==> src/rtl/bp_pkg.sv <==
// Types and constants shared between the branch predictor and the branch resolver.
package bp_pkg;

  localparam int unsigned PcWidth  = 32;
  localparam int unsigned FallThru = 8;

  typedef struct packed {
    logic [PcWidth-1:0] pc;
    logic               taken;
    logic [PcWidth-1:0] target;
  } br_rec_t;

endpackage

==> src/rtl/branch_resolver_if.sv <==
// Fetch prediction, memory-stage resolution and predictor update signals of branch_resolver.
// With BR_STATS_EN defined, the branch and mispredict counters are carried as well.
interface branch_resolver_if;
  import bp_pkg::*;

  logic               pred_valid;
  logic [PcWidth-1:0] pred_pc;
  logic               pred_taken;
  logic [PcWidth-1:0] pred_target;
  logic               pred_ready;

  logic               res_valid;
  logic               res_taken;
  logic [PcWidth-1:0] res_target;

  logic               upd_valid;
  logic [PcWidth-1:0] upd_pc;
  logic               upd_taken;
  logic               upd_pred;
  logic               upd_mis;

  logic               redirect_valid;
  logic [PcWidth-1:0] redirect_pc;
  logic               flushE;
  logic               err_underflow;
`ifdef BR_STATS_EN
  logic [31:0]        cnt_branch;
  logic [31:0]        cnt_mispred;
`endif

  modport master (
    output pred_valid, pred_pc, pred_taken, pred_target,
    output res_valid, res_taken, res_target,
    input  pred_ready, upd_valid, upd_pc, upd_taken, upd_pred, upd_mis,
    input  redirect_valid, redirect_pc, flushE, err_underflow
`ifdef BR_STATS_EN
    , input cnt_branch, cnt_mispred
`endif
  );

  modport slave (
    input  pred_valid, pred_pc, pred_taken, pred_target,
    input  res_valid, res_taken, res_target,
    output pred_ready, upd_valid, upd_pc, upd_taken, upd_pred, upd_mis,
    output redirect_valid, redirect_pc, flushE, err_underflow
`ifdef BR_STATS_EN
    , output cnt_branch, cnt_mispred
`endif
  );

endinterface

==> src/rtl/br_fifo.sv <==
// In-order queue of branch prediction records; clear wins over push and pop.
module br_fifo
  import bp_pkg::*;
#(
  parameter int unsigned DEPTH = 4,
  localparam int unsigned PtrW = $clog2(DEPTH),
  localparam int unsigned CntW = PtrW + 1
) (
  input  logic            clk_i,
  input  logic            rst_i,
  input  logic            push_i,
  input  logic            pop_i,
  input  logic            clear_i,
  input  br_rec_t         wdata_i,
  output br_rec_t         rdata_o,
  output logic [CntW-1:0] count_o,
  output logic            full_o,
  output logic            empty_o
);

  br_rec_t         mem_q [DEPTH];
  logic [PtrW-1:0] wr_ptr_q, wr_ptr_d;
  logic [PtrW-1:0] rd_ptr_q, rd_ptr_d;
  logic [CntW-1:0] count_q, count_d;
  logic            push_en, pop_en;

  assign full_o  = (count_q == CntW'(DEPTH));
  assign empty_o = (count_q == '0);
  assign count_o = count_q;
  assign rdata_o = mem_q[rd_ptr_q];

  // A push while full is dropped even if a pop happens in the same cycle.
  assign push_en = push_i && !full_o && !clear_i;
  assign pop_en  = pop_i && !empty_o && !clear_i;

  always_comb begin
    wr_ptr_d = wr_ptr_q;
    rd_ptr_d = rd_ptr_q;
    count_d  = count_q;
    if (clear_i) begin
      wr_ptr_d = '0;
      rd_ptr_d = '0;
      count_d  = '0;
    end else begin
      if (push_en) wr_ptr_d = wr_ptr_q + PtrW'(1);
      if (pop_en)  rd_ptr_d = rd_ptr_q + PtrW'(1);
      unique case ({push_en, pop_en})
        2'b10:   count_d = count_q + CntW'(1);
        2'b01:   count_d = count_q - CntW'(1);
        default: count_d = count_q;
      endcase
    end
  end

  always_ff @(posedge clk_i) begin
    if (rst_i) begin
      wr_ptr_q <= '0;
      rd_ptr_q <= '0;
      count_q  <= '0;
    end else begin
      wr_ptr_q <= wr_ptr_d;
      rd_ptr_q <= rd_ptr_d;
      count_q  <= count_d;
    end
  end

  always_ff @(posedge clk_i) begin
    if (push_en) mem_q[wr_ptr_q] <= wdata_i;
  end

endmodule

==> src/rtl/branch_resolver.sv <==
// Branch resolution and recovery: queues fetch predictions, retires them against memory-stage
// outcomes, and emits registered predictor updates and redirects. BR_STATS_EN adds counters.
module branch_resolver
  import bp_pkg::*;
#(
  parameter int unsigned DEPTH    = 4,
  parameter int unsigned FALLTHRU = FallThru
) (
  input  logic                clk,
  input  logic                rst,
  branch_resolver_if.slave    bus
);

  localparam int unsigned CntW = $clog2(DEPTH) + 1;

  br_rec_t         head;
  br_rec_t         wrec;
  logic [CntW-1:0] count;
  logic            full, empty;
  logic            pop, mis, push;
  logic [PcWidth-1:0] correct_pc;

  logic               upd_valid_q, upd_valid_d;
  logic [PcWidth-1:0] upd_pc_q, upd_pc_d;
  logic               upd_taken_q, upd_taken_d;
  logic               upd_pred_q, upd_pred_d;
  logic               upd_mis_q, upd_mis_d;
  logic               redir_valid_q, redir_valid_d;
  logic [PcWidth-1:0] redir_pc_q, redir_pc_d;
  logic               err_q, err_d;

  assign pop = bus.res_valid && !empty;
  assign mis = pop && ((head.taken != bus.res_taken) ||
                       (bus.res_taken && (head.target != bus.res_target)));
  assign correct_pc = bus.res_taken ? bus.res_target : head.pc + PcWidth'(FALLTHRU);
  // A mispredict squashes the same-cycle enqueue along with every queued entry.
  assign push = bus.pred_valid && bus.pred_ready && !mis;
  assign wrec = '{pc: bus.pred_pc, taken: bus.pred_taken, target: bus.pred_target};

  br_fifo #(
    .DEPTH (DEPTH)
  ) u_fifo (
    .clk_i   (clk),
    .rst_i   (rst),
    .push_i  (push),
    .pop_i   (pop),
    .clear_i (mis),
    .wdata_i (wrec),
    .rdata_o (head),
    .count_o (count),
    .full_o  (full),
    .empty_o (empty)
  );

  always_comb begin
    upd_valid_d   = pop;
    upd_mis_d     = mis;
    redir_valid_d = mis;
    upd_pc_d      = upd_pc_q;
    upd_taken_d   = upd_taken_q;
    upd_pred_d    = upd_pred_q;
    redir_pc_d    = redir_pc_q;
    err_d         = err_q || (bus.res_valid && empty);
    if (pop) begin
      upd_pc_d    = head.pc;
      upd_taken_d = bus.res_taken;
      upd_pred_d  = head.taken;
    end
    if (mis) redir_pc_d = correct_pc;
  end

  always_ff @(posedge clk) begin
    if (rst) begin
      upd_valid_q   <= 1'b0;
      upd_pc_q      <= '0;
      upd_taken_q   <= 1'b0;
      upd_pred_q    <= 1'b0;
      upd_mis_q     <= 1'b0;
      redir_valid_q <= 1'b0;
      redir_pc_q    <= '0;
      err_q         <= 1'b0;
    end else begin
      upd_valid_q   <= upd_valid_d;
      upd_pc_q      <= upd_pc_d;
      upd_taken_q   <= upd_taken_d;
      upd_pred_q    <= upd_pred_d;
      upd_mis_q     <= upd_mis_d;
      redir_valid_q <= redir_valid_d;
      redir_pc_q    <= redir_pc_d;
      err_q         <= err_d;
    end
  end

  assign bus.pred_ready     = (count < CntW'(DEPTH));
  assign bus.upd_valid      = upd_valid_q;
  assign bus.upd_pc         = upd_pc_q;
  assign bus.upd_taken      = upd_taken_q;
  assign bus.upd_pred       = upd_pred_q;
  assign bus.upd_mis        = upd_mis_q;
  assign bus.redirect_valid = redir_valid_q;
  assign bus.redirect_pc    = redir_pc_q;
  assign bus.flushE         = redir_valid_q;
  assign bus.err_underflow  = err_q;

`ifdef BR_STATS_EN
  logic [31:0] cnt_branch_q, cnt_branch_d;
  logic [31:0] cnt_mispred_q, cnt_mispred_d;

  always_comb begin
    cnt_branch_d  = cnt_branch_q + {31'd0, upd_valid_q};
    cnt_mispred_d = cnt_mispred_q + {31'd0, upd_valid_q && upd_mis_q};
  end

  always_ff @(posedge clk) begin
    if (rst) begin
      cnt_branch_q  <= '0;
      cnt_mispred_q <= '0;
    end else begin
      cnt_branch_q  <= cnt_branch_d;
      cnt_mispred_q <= cnt_mispred_d;
    end
  end

  assign bus.cnt_branch  = cnt_branch_q;
  assign bus.cnt_mispred = cnt_mispred_q;
`endif

endmodule

==> src/flat_wrapper.sv <==
// flat-port wrapper written by rule: the top's interface ports become plain ports
module branch_resolver_flat import bp_pkg::*;
#(
  parameter int unsigned DEPTH    = 4,
  parameter int unsigned FALLTHRU = FallThru
)
  (clk, rst, bus_pred_valid, bus_pred_pc, bus_pred_taken, bus_pred_target, bus_res_valid, bus_res_taken, bus_res_target, bus_pred_ready, bus_upd_valid, bus_upd_pc, bus_upd_taken, bus_upd_pred, bus_upd_mis, bus_redirect_valid, bus_redirect_pc, bus_flushE, bus_err_underflow);
  branch_resolver_if bus_i ();
  input  logic clk;
  input  logic rst;
  input wire logic [$bits(bus_i.pred_valid)-1:0] bus_pred_valid;
  input wire logic [$bits(bus_i.pred_pc)-1:0] bus_pred_pc;
  input wire logic [$bits(bus_i.pred_taken)-1:0] bus_pred_taken;
  input wire logic [$bits(bus_i.pred_target)-1:0] bus_pred_target;
  input wire logic [$bits(bus_i.res_valid)-1:0] bus_res_valid;
  input wire logic [$bits(bus_i.res_taken)-1:0] bus_res_taken;
  input wire logic [$bits(bus_i.res_target)-1:0] bus_res_target;
  output wire logic [$bits(bus_i.pred_ready)-1:0] bus_pred_ready;
  output wire logic [$bits(bus_i.upd_valid)-1:0] bus_upd_valid;
  output wire logic [$bits(bus_i.upd_pc)-1:0] bus_upd_pc;
  output wire logic [$bits(bus_i.upd_taken)-1:0] bus_upd_taken;
  output wire logic [$bits(bus_i.upd_pred)-1:0] bus_upd_pred;
  output wire logic [$bits(bus_i.upd_mis)-1:0] bus_upd_mis;
  output wire logic [$bits(bus_i.redirect_valid)-1:0] bus_redirect_valid;
  output wire logic [$bits(bus_i.redirect_pc)-1:0] bus_redirect_pc;
  output wire logic [$bits(bus_i.flushE)-1:0] bus_flushE;
  output wire logic [$bits(bus_i.err_underflow)-1:0] bus_err_underflow;
  assign bus_i.pred_valid = bus_pred_valid;
  assign bus_i.pred_pc = bus_pred_pc;
  assign bus_i.pred_taken = bus_pred_taken;
  assign bus_i.pred_target = bus_pred_target;
  assign bus_i.res_valid = bus_res_valid;
  assign bus_i.res_taken = bus_res_taken;
  assign bus_i.res_target = bus_res_target;
  assign bus_pred_ready = bus_i.pred_ready;
  assign bus_upd_valid = bus_i.upd_valid;
  assign bus_upd_pc = bus_i.upd_pc;
  assign bus_upd_taken = bus_i.upd_taken;
  assign bus_upd_pred = bus_i.upd_pred;
  assign bus_upd_mis = bus_i.upd_mis;
  assign bus_redirect_valid = bus_i.redirect_valid;
  assign bus_redirect_pc = bus_i.redirect_pc;
  assign bus_flushE = bus_i.flushE;
  assign bus_err_underflow = bus_i.err_underflow;
  branch_resolver #(.DEPTH(DEPTH), .FALLTHRU(FALLTHRU)) u_core (.clk(clk), .rst(rst), .bus(bus_i));
endmodule
==> config.mk <==
export PLATFORM = sky130hd
export DESIGN_NAME = branch_resolver_flat
export DESIGN_NICKNAME = d
export VERILOG_FILES = /design/src/rtl/bp_pkg.sv /design/src/rtl/branch_resolver_if.sv /design/src/rtl/br_fifo.sv /design/src/rtl/branch_resolver.sv /design/src/flat_wrapper.sv
export SDC_FILE = /design/constraint.sdc
export NUM_CORES = 1
export LEC_CHECK = 0
export ABC_CLOCK_PERIOD_IN_PS = 12200
export CAP_MARGIN = 25
export CORE_UTILIZATION = 60
export CTS_CLUSTER_SIZE = 12
export DETAILED_ROUTE_END_ITERATION = 6
export PLACE_DENSITY_LB_ADDON = 0.25
export SLEW_MARGIN = 10
export SYNTH_ARGS = -nofsm -noshare
export SYNTH_HDL_FRONTEND = slang
export SYNTH_SLANG_ARGS = --single-unit
==> constraint.sdc <==
create_clock -name clk -period 12.2 [get_ports clk]
set_input_delay 2.44 -clock clk [delete_from_list [all_inputs] [get_ports clk]]
set_output_delay 2.44 -clock clk [all_outputs]
set_load 0.02 [all_outputs]
==> out/results.ini, run 1 <==
[worst_setup_path]
cp_slowest_cell = and3_2
crit_family = simple AND/OR/NAND/NOR gates
worstPathCellList = clkdlybuf4s50_1 > buf_4 > o311a_1 > o221ai_1 > a211oi_1 > nand4_1 > nand2_1 > and3_2 > buf_4
worst-path-buf-inv = 3
crit_arrival_ns = 6.45
end_kind = register
cp_common_cell = buf_4
required_ns = 12.34
r2r_slack_ns = 6.84
start_kind = primary input
crit_path_max_fanout = 41
worst_path_largest_cell_delay_ns = 0.85
worstSetupPathType = primary input to register

[floorplanning]
start_util_pct = 60.9
fp.dieArea_mm2 = 0.0235
ioPinCount = 174
core_mm2 = 0.0226
die_x_um = 153
rows = 55
fp.dieH_um = 153

[sta]
maxSlewViolCount = 0
tightest_slew_ns = 0.987
clock_skew_ns = 0.0106
setup_tns_ns = 0
rsz0062_at_grt = no
max_freq_mhz = 158
post-route-period-util_pct = 51.8
finalCriticalPeriod_ns = 6.32
relSlewSlack_pct = 34.2
setup_viol = 0
final-hold-violation-count = 0

[final_layout]
design.final.nets = 1179
antenna_cells = 0
area_growth_pct = 21.3
layout.cells.non_filler = 1376
drive_above_1_share_pct = 11.9
regArea_mm2 = 0.00938
num-fill-cells = 1446
multi_input_area_mm2 = 0.00401

[power_and_ir_drop]
power_density_mw_per_mm2 = 202
ir_drop_mv = 0.158
leakagePower_uw = 0.00530
p_total_uw = 3380

[yosys]
synthesis.nets = 1012
synth.mux.area_fraction_pct = 10.8
yosys.area.top_type = edfxtp_1
synth_top_family_by_area = multiplexers
ys_seq_elements = 338
synth_fa_ha_area_share_pct = 0.692
synthSimpleGateAreaFrac_pct = 7.30
ys_seq_area_share_pct = 68.2
synth-xor-area-share_pct = 4.14
synth_compound_area_share_pct = 6.13
yosys_warnings = 0
synth_cell_type_count = 57
yosysTopAreaCellShare_pct = 56.8
netlist_instances = 903
synthTopCellsByArea = edfxtp_1 (57%), dfxtp_1 (11%), mux4_2 (9.2%)
syn_area_mm2 = 0.0137
synth_area_per_cell_um2 = 15.2

[grt]
grt_overflow = 0
grt_pass1_vias = 8386
grt_max_degree = 66
antenna_found_initial = 0
grtUsageTotal_pct = 28.3
grt_pass1_wl_mm = 49.3

[clock_tree]
clock_sink_count = 338
clk_latency_ns = 0.51
clock_path_buffers = 3
cts_tree = yes
clk_pin_slew_ns = 0.06
cts_hold_buf = 0
post_cts_resized = 0
cts.htree.levels = 2
cts_buffers = 35
cts_setup_buffers = 0
cts_root_buffer = clkbuf_16

[drt]
vias_per_cell = 6.23
first_iter_violations = 788
postRouteAntennaNets = 0
post_drt_wl_per_cell_um = 23.9
finalWirelength_mm = 32.9
route.detailed.drc = 0
drtPass1Iterations = 7
via_count = 8566

[placed_design]
place_congestion = 0.897
hpwl_mm = 20.9
port_buffers = 173
dp_cells = 1318

[outcome]
status = finished clean

[worst_hold_path]
min_path_type = register to register

[job]
drv_cap = 0

==> sequential cells by signal (all words and copies together) (netlist names), 2 cells and up, named ones only <==
| register | cells |
|---|---|
| u_core.u_fifo.mem_q | 260 |
| u_core.u_fifo.count_o | 3 |
| u_core.u_fifo.wr_ptr_q | 2 |
| u_core.bus.upd_pc | 32 |
| u_core.u_fifo.rd_ptr_q | 2 |
| u_core.bus.redirect_pc | 32 |
==> synthesized netlist by cell type (all sizes together) <==
master / number
edfxtp: 260
dfxtp: 78
or2: 2
xnor2: 50
a31o: 4
and3: 9
a211o: 2
nor4: 5
nand4: 23
o41ai: 2
o211ai: 18
fa: 1
o32a: 1
nand2: 96
o221ai: 1
nor3: 19
mux4: 57
o21ai: 35
o311a: 1
inv: 15
ha: 6
o2111ai: 3
a211oi: 4
nand2b: 3
xor2: 15
o22ai: 1
o311ai: 1
clkbuf: 24
mux2: 1
and4: 1
nand3: 18
buf: 31
mux2i: 19
nor2: 25
o21a: 7
clkinv: 1
nor2b: 2
or4: 1
and2: 3
a21oi: 52
a311oi: 3
o31ai: 3
==> report_power, final <==
group	switching [uW]	internal, uW
logic	515	372
registers	78.1	1410
clock network	404	599
==> cell families after synthesis <==
group | after synthesis
mux | 77
xor+xnor | 65
compound gates | 138
buf+inv | 71
flops | 338
simple gates | 207
fa+ha+maj | 7
==> final timing paths <==
kind                                            start                    endpoint  depth (start not counted)
worst max register to register               register  u_core.u_fifo.mem_q[1][30]                          9
worst min register to register  u_core.bus.upd_pc[31]       u_core.bus.upd_pc[31]                          2
worst min-delay path            u_core.bus.upd_pc[31]       u_core.bus.upd_pc[31]                          2
worst max-delay path                    bus_res_taken  u_core.u_fifo.mem_q[1][30]                          9
==> tightest hold or removal path, delay by kind of cell, from the launching register on <==
family	cells	cell delay, ns
simple gates	1	0.05
compound gates	1	0.05
flops	1	0.30
==> cell type report <==
class | instances | share of cell area [%]
multi-input cells | 494 | 24.0
well taps | 285 | 2.14
inverters | 16 | 0.360
clock buffers | 55 | 5.96
repair buffers | 185 | 10.9
clock inverters | 3 | 0.413
flip-flops and latches | 338 | 56.2
==> placed cells by master (no fill, tap or decap), drive strengths merged, types with 19 or more instances in the layout <==
cell,n
nor2,25
clkbuf,55
dfxtp,78
xnor2,50
nand2,96
edfxtp,260
clkdlybuf4s50,172
nand4,23
a21oi,52
mux2i,19
nor3,19
o21ai,35
mux4,57
==> metrics by stage <==
step | instance area [um2] | util, % | hold slack, ns | worst slack, ns
CTS | 16700 | 73.9 | 0.457 | 5.95
floorplan | 13700 | - | 0.521 | 6.46
finish | 16700 | 73.9 | 0.453 | 5.88
global route | 16700 | 73.9 | 0.481 | 5.67
global placement | 15600 | 69.2 | 0.445 | 5.53
detailed placement | 15600 | 69.2 | 0.448 | 5.44
==> routing by layer <==
| layer | track usage, % | wire [um] | vias up |
|---|---|---|---|
| li1 | - | - | 3777 |
| met1 | 38.5 | 12700 | 4228 |
| met2 | 45.6 | 16100 | 485 |
| met3 | 5.44 | 3020 | 76 |
| met4 | 11.0 | 1100 | 0 |
| met5 | 0 | 0 | - |
No activity file was read; power rests on OpenSTA's default activity.
==> run 2, diff against run 1 <==
ABC_CLOCK_PERIOD_IN_PS = 6500   (was 12200)
CORE_UTILIZATION = 55   (was 60)
clock period = 6.5 ns   (was 12.2 ns; I/O delays follow)
==> out/results.ini, run 2 (synthesized netlist as in run 1, its figures left out) <==
[outcome]
status = finished clean  ; unchanged

[sta]
max_freq_mhz = 209
setup_viol = 0  ; unchanged
rsz0062_at_grt = no  ; unchanged
relSlewSlack_pct = 38.9  ; was 34.2%
post-route-period-util_pct = 73.6
tightest_slew_ns = 0.917  ; was 0.987 ns
setup_tns_ns = 0  ; unchanged
clock_skew_ns = 0.0157  ; was 0.0106 ns
final-hold-violation-count = 0  ; unchanged
maxSlewViolCount = 0  ; unchanged
finalCriticalPeriod_ns = 4.79

[drt]
vias_per_cell = 5.98  ; was 6.23
first_iter_violations = 828  ; was 788
wl_met3_mm = 3.13  ; was 3.02 mm
via_count = 8505  ; was 8,566
dr.max_layer_used = met4  ; unchanged
route.detailed.drc = 0  ; unchanged
finalWirelength_mm = 32.4  ; was 32.9 mm
post_drt_wl_per_cell_um = 22.8  ; was 23.9 um
drt-met1-wl_mm = 12.9  ; was 12.7 mm
postRouteAntennaNets = 0  ; unchanged
wl_met2_mm = 15.5  ; was 16.1 mm
drtPass1Iterations = 5  ; was 7

[worst_setup_path]
crit_path_max_fanout = 41  ; unchanged
r2r_slack_ns = 1.81  ; was 6.84 ns
required_ns = 6.85  ; was 12.34 ns
start_kind = primary input  ; unchanged
worstSetupPathType = primary input to register  ; unchanged
reg2regPathDepth = 15  ; was 9
crit_arrival_ns = 5.13  ; was 6.45 ns
r2r_end = u_core.u_fifo.count_o[2]  ; was u_core.u_fifo.mem_q[1][30]
startpoint = bus_res_taken  ; unchanged
end_kind = register  ; unchanged

[clock_tree]
clk_latency_ns = 0.51  ; about the same
cts_root_buffer = clkbuf_16  ; unchanged
clk_pin_slew_ns = 0.06  ; about the same
cts.htree.levels = 2  ; unchanged
post_cts_resized = 0  ; unchanged
cts_hold_buf = 0  ; unchanged
clock_path_buffers = 3  ; unchanged
clock_sink_count = 338  ; unchanged
cts_tree = yes  ; unchanged
cts_setup_buffers = 0  ; unchanged
cts_buffers = 35  ; unchanged

[worst_hold_path]
worstHoldPathCells = 2  ; unchanged
min_path_type = register to register  ; unchanged
hold_end = u_core.bus.upd_pc[24]  ; was u_core.bus.upd_pc[31]
min-delay-start = u_core.bus.upd_pc[24]  ; was u_core.bus.upd_pc[31]

[final_layout]
registers.top_by_ff_count = u_core.u_fifo.mem_q  ; unchanged
design_area_mm2 = 0.0168  ; was 0.0167 mm2
antenna_cells = 0  ; unchanged
largest_register_ffs = 260  ; unchanged
final_cell_mix = edfxtp_1 (260), clkdlybuf4s50_1 (172), nand2_1 (96)  ; unchanged
area_growth_pct = 22.2  ; was 21.3%
drive_above_1_share_pct = 12.4  ; was 11.9%
design.final.nets = 1182  ; was 1,179
final_common_cell = edfxtp_1  ; unchanged

[grt]
grt_max_degree = 64  ; was 66
grtUsageTotal_pct = 25.5  ; was 28.3%
grt_overflow = 0  ; unchanged
grt_pass1_wl_mm = 48.8  ; was 49.3 mm
grt_pass1_vias = 8358  ; was 8,386
antenna_found_initial = 0  ; unchanged

[power_and_ir_drop]
power_density_mw_per_mm2 = 376  ; was 202 mW/mm2
ir_drop_mv = 0.241  ; was 0.158 mV
p_total_uw = 6320  ; was 3380 uW
leakagePower_uw = 0.00533  ; was 0.00530 uW

[job]
drv_cap = 0  ; unchanged

[floorplanning]
rows = 57  ; was 55
start_util_pct = 56.4  ; was 60.9%
ioPinCount = 174  ; unchanged
fp.dieH_um = 160  ; was 153 um
core_mm2 = 0.0244  ; was 0.0226 mm2
fp.dieArea_mm2 = 0.0256  ; was 0.0235 mm2
die_x_um = 160  ; was 153 um

[placed_design]
hpwl_mm = 21.8  ; was 20.9 mm
place_area_mm2 = 0.0157  ; was 0.0156 mm2
port_buffers = 173  ; unchanged
place_congestion = 0.863  ; was 0.897

[run 2: where the power goes]
part	internal [uW]	switching (uW)	total, uW
Clock	1100	764	1860
Combinational	712	938	1650
Sequential	2640	171	2810
[run 2: stage by stage]
step	hold WS [ns]	std cells	setup WS, ns	utilization [%]
global route	0.471	1422	1.47	68.9
detailed placement	0.446	1360	1.28	64.5
CTS	0.454	1422	1.78	68.9
finish	0.451	1422	1.71	68.9
floorplan	0.521	903	1.90	-
global placement	0.443	1360	1.39	64.5
[run 2: final cells by class]
| cell class | count | area (um2) |
|---|---|---|
| clock buffer | 60 | 1050 |
| clock inverter | 2 | 10.0 |
| fill | 1656 | 7590 |
| inverter | 16 | 60.1 |
| multi-input combinational | 494 | 4010 |
| sequential | 338 | 9380 |
| tap | 324 | 405 |
| timing repair buffer | 188 | 1890 |
[run 2: worst max-delay path by stage]
stage                                 end  slack (ns)  cells after the start
6_report         u_core.u_fifo.count_o[2]        1.71                     16
5_1_grt          u_core.u_fifo.count_o[2]        1.47                     15
4_1_cts        u_core.u_fifo.mem_q[2][20]        1.78                      8
3_5_place_dp   u_core.u_fifo.mem_q[2][20]        1.28                      9
3_3_place_gp   u_core.u_fifo.mem_q[0][44]        1.39                      9
2_1_floorplan   u_core.u_fifo.mem_q[0][0]        1.90                      8
[run 2: layer usage]
layer  vias to the layer above  GRT usage (%)
met3                        62           5.97
met5                         -              0
met1                      4217           34.9
li1                       3783              -
met2                       443           40.7
met4                         0           8.05
[run 2: critical path: stages]
cell	delay, ns
clkdlybuf4s50_1	0.46
buf_4	0.38
o311a_1	0.24
o221ai_1	0.10
a211oi_1	0.34
nand4_1	0.64
nand2_1	0.34
buf_4	0.30
nand2_1	0.08
ha_1	0.24
inv_1	0.07
fa_1	0.18
xor2_1	0.16
nor2_1	0.07
xnor2_1	0.15
nor3_1	0.06
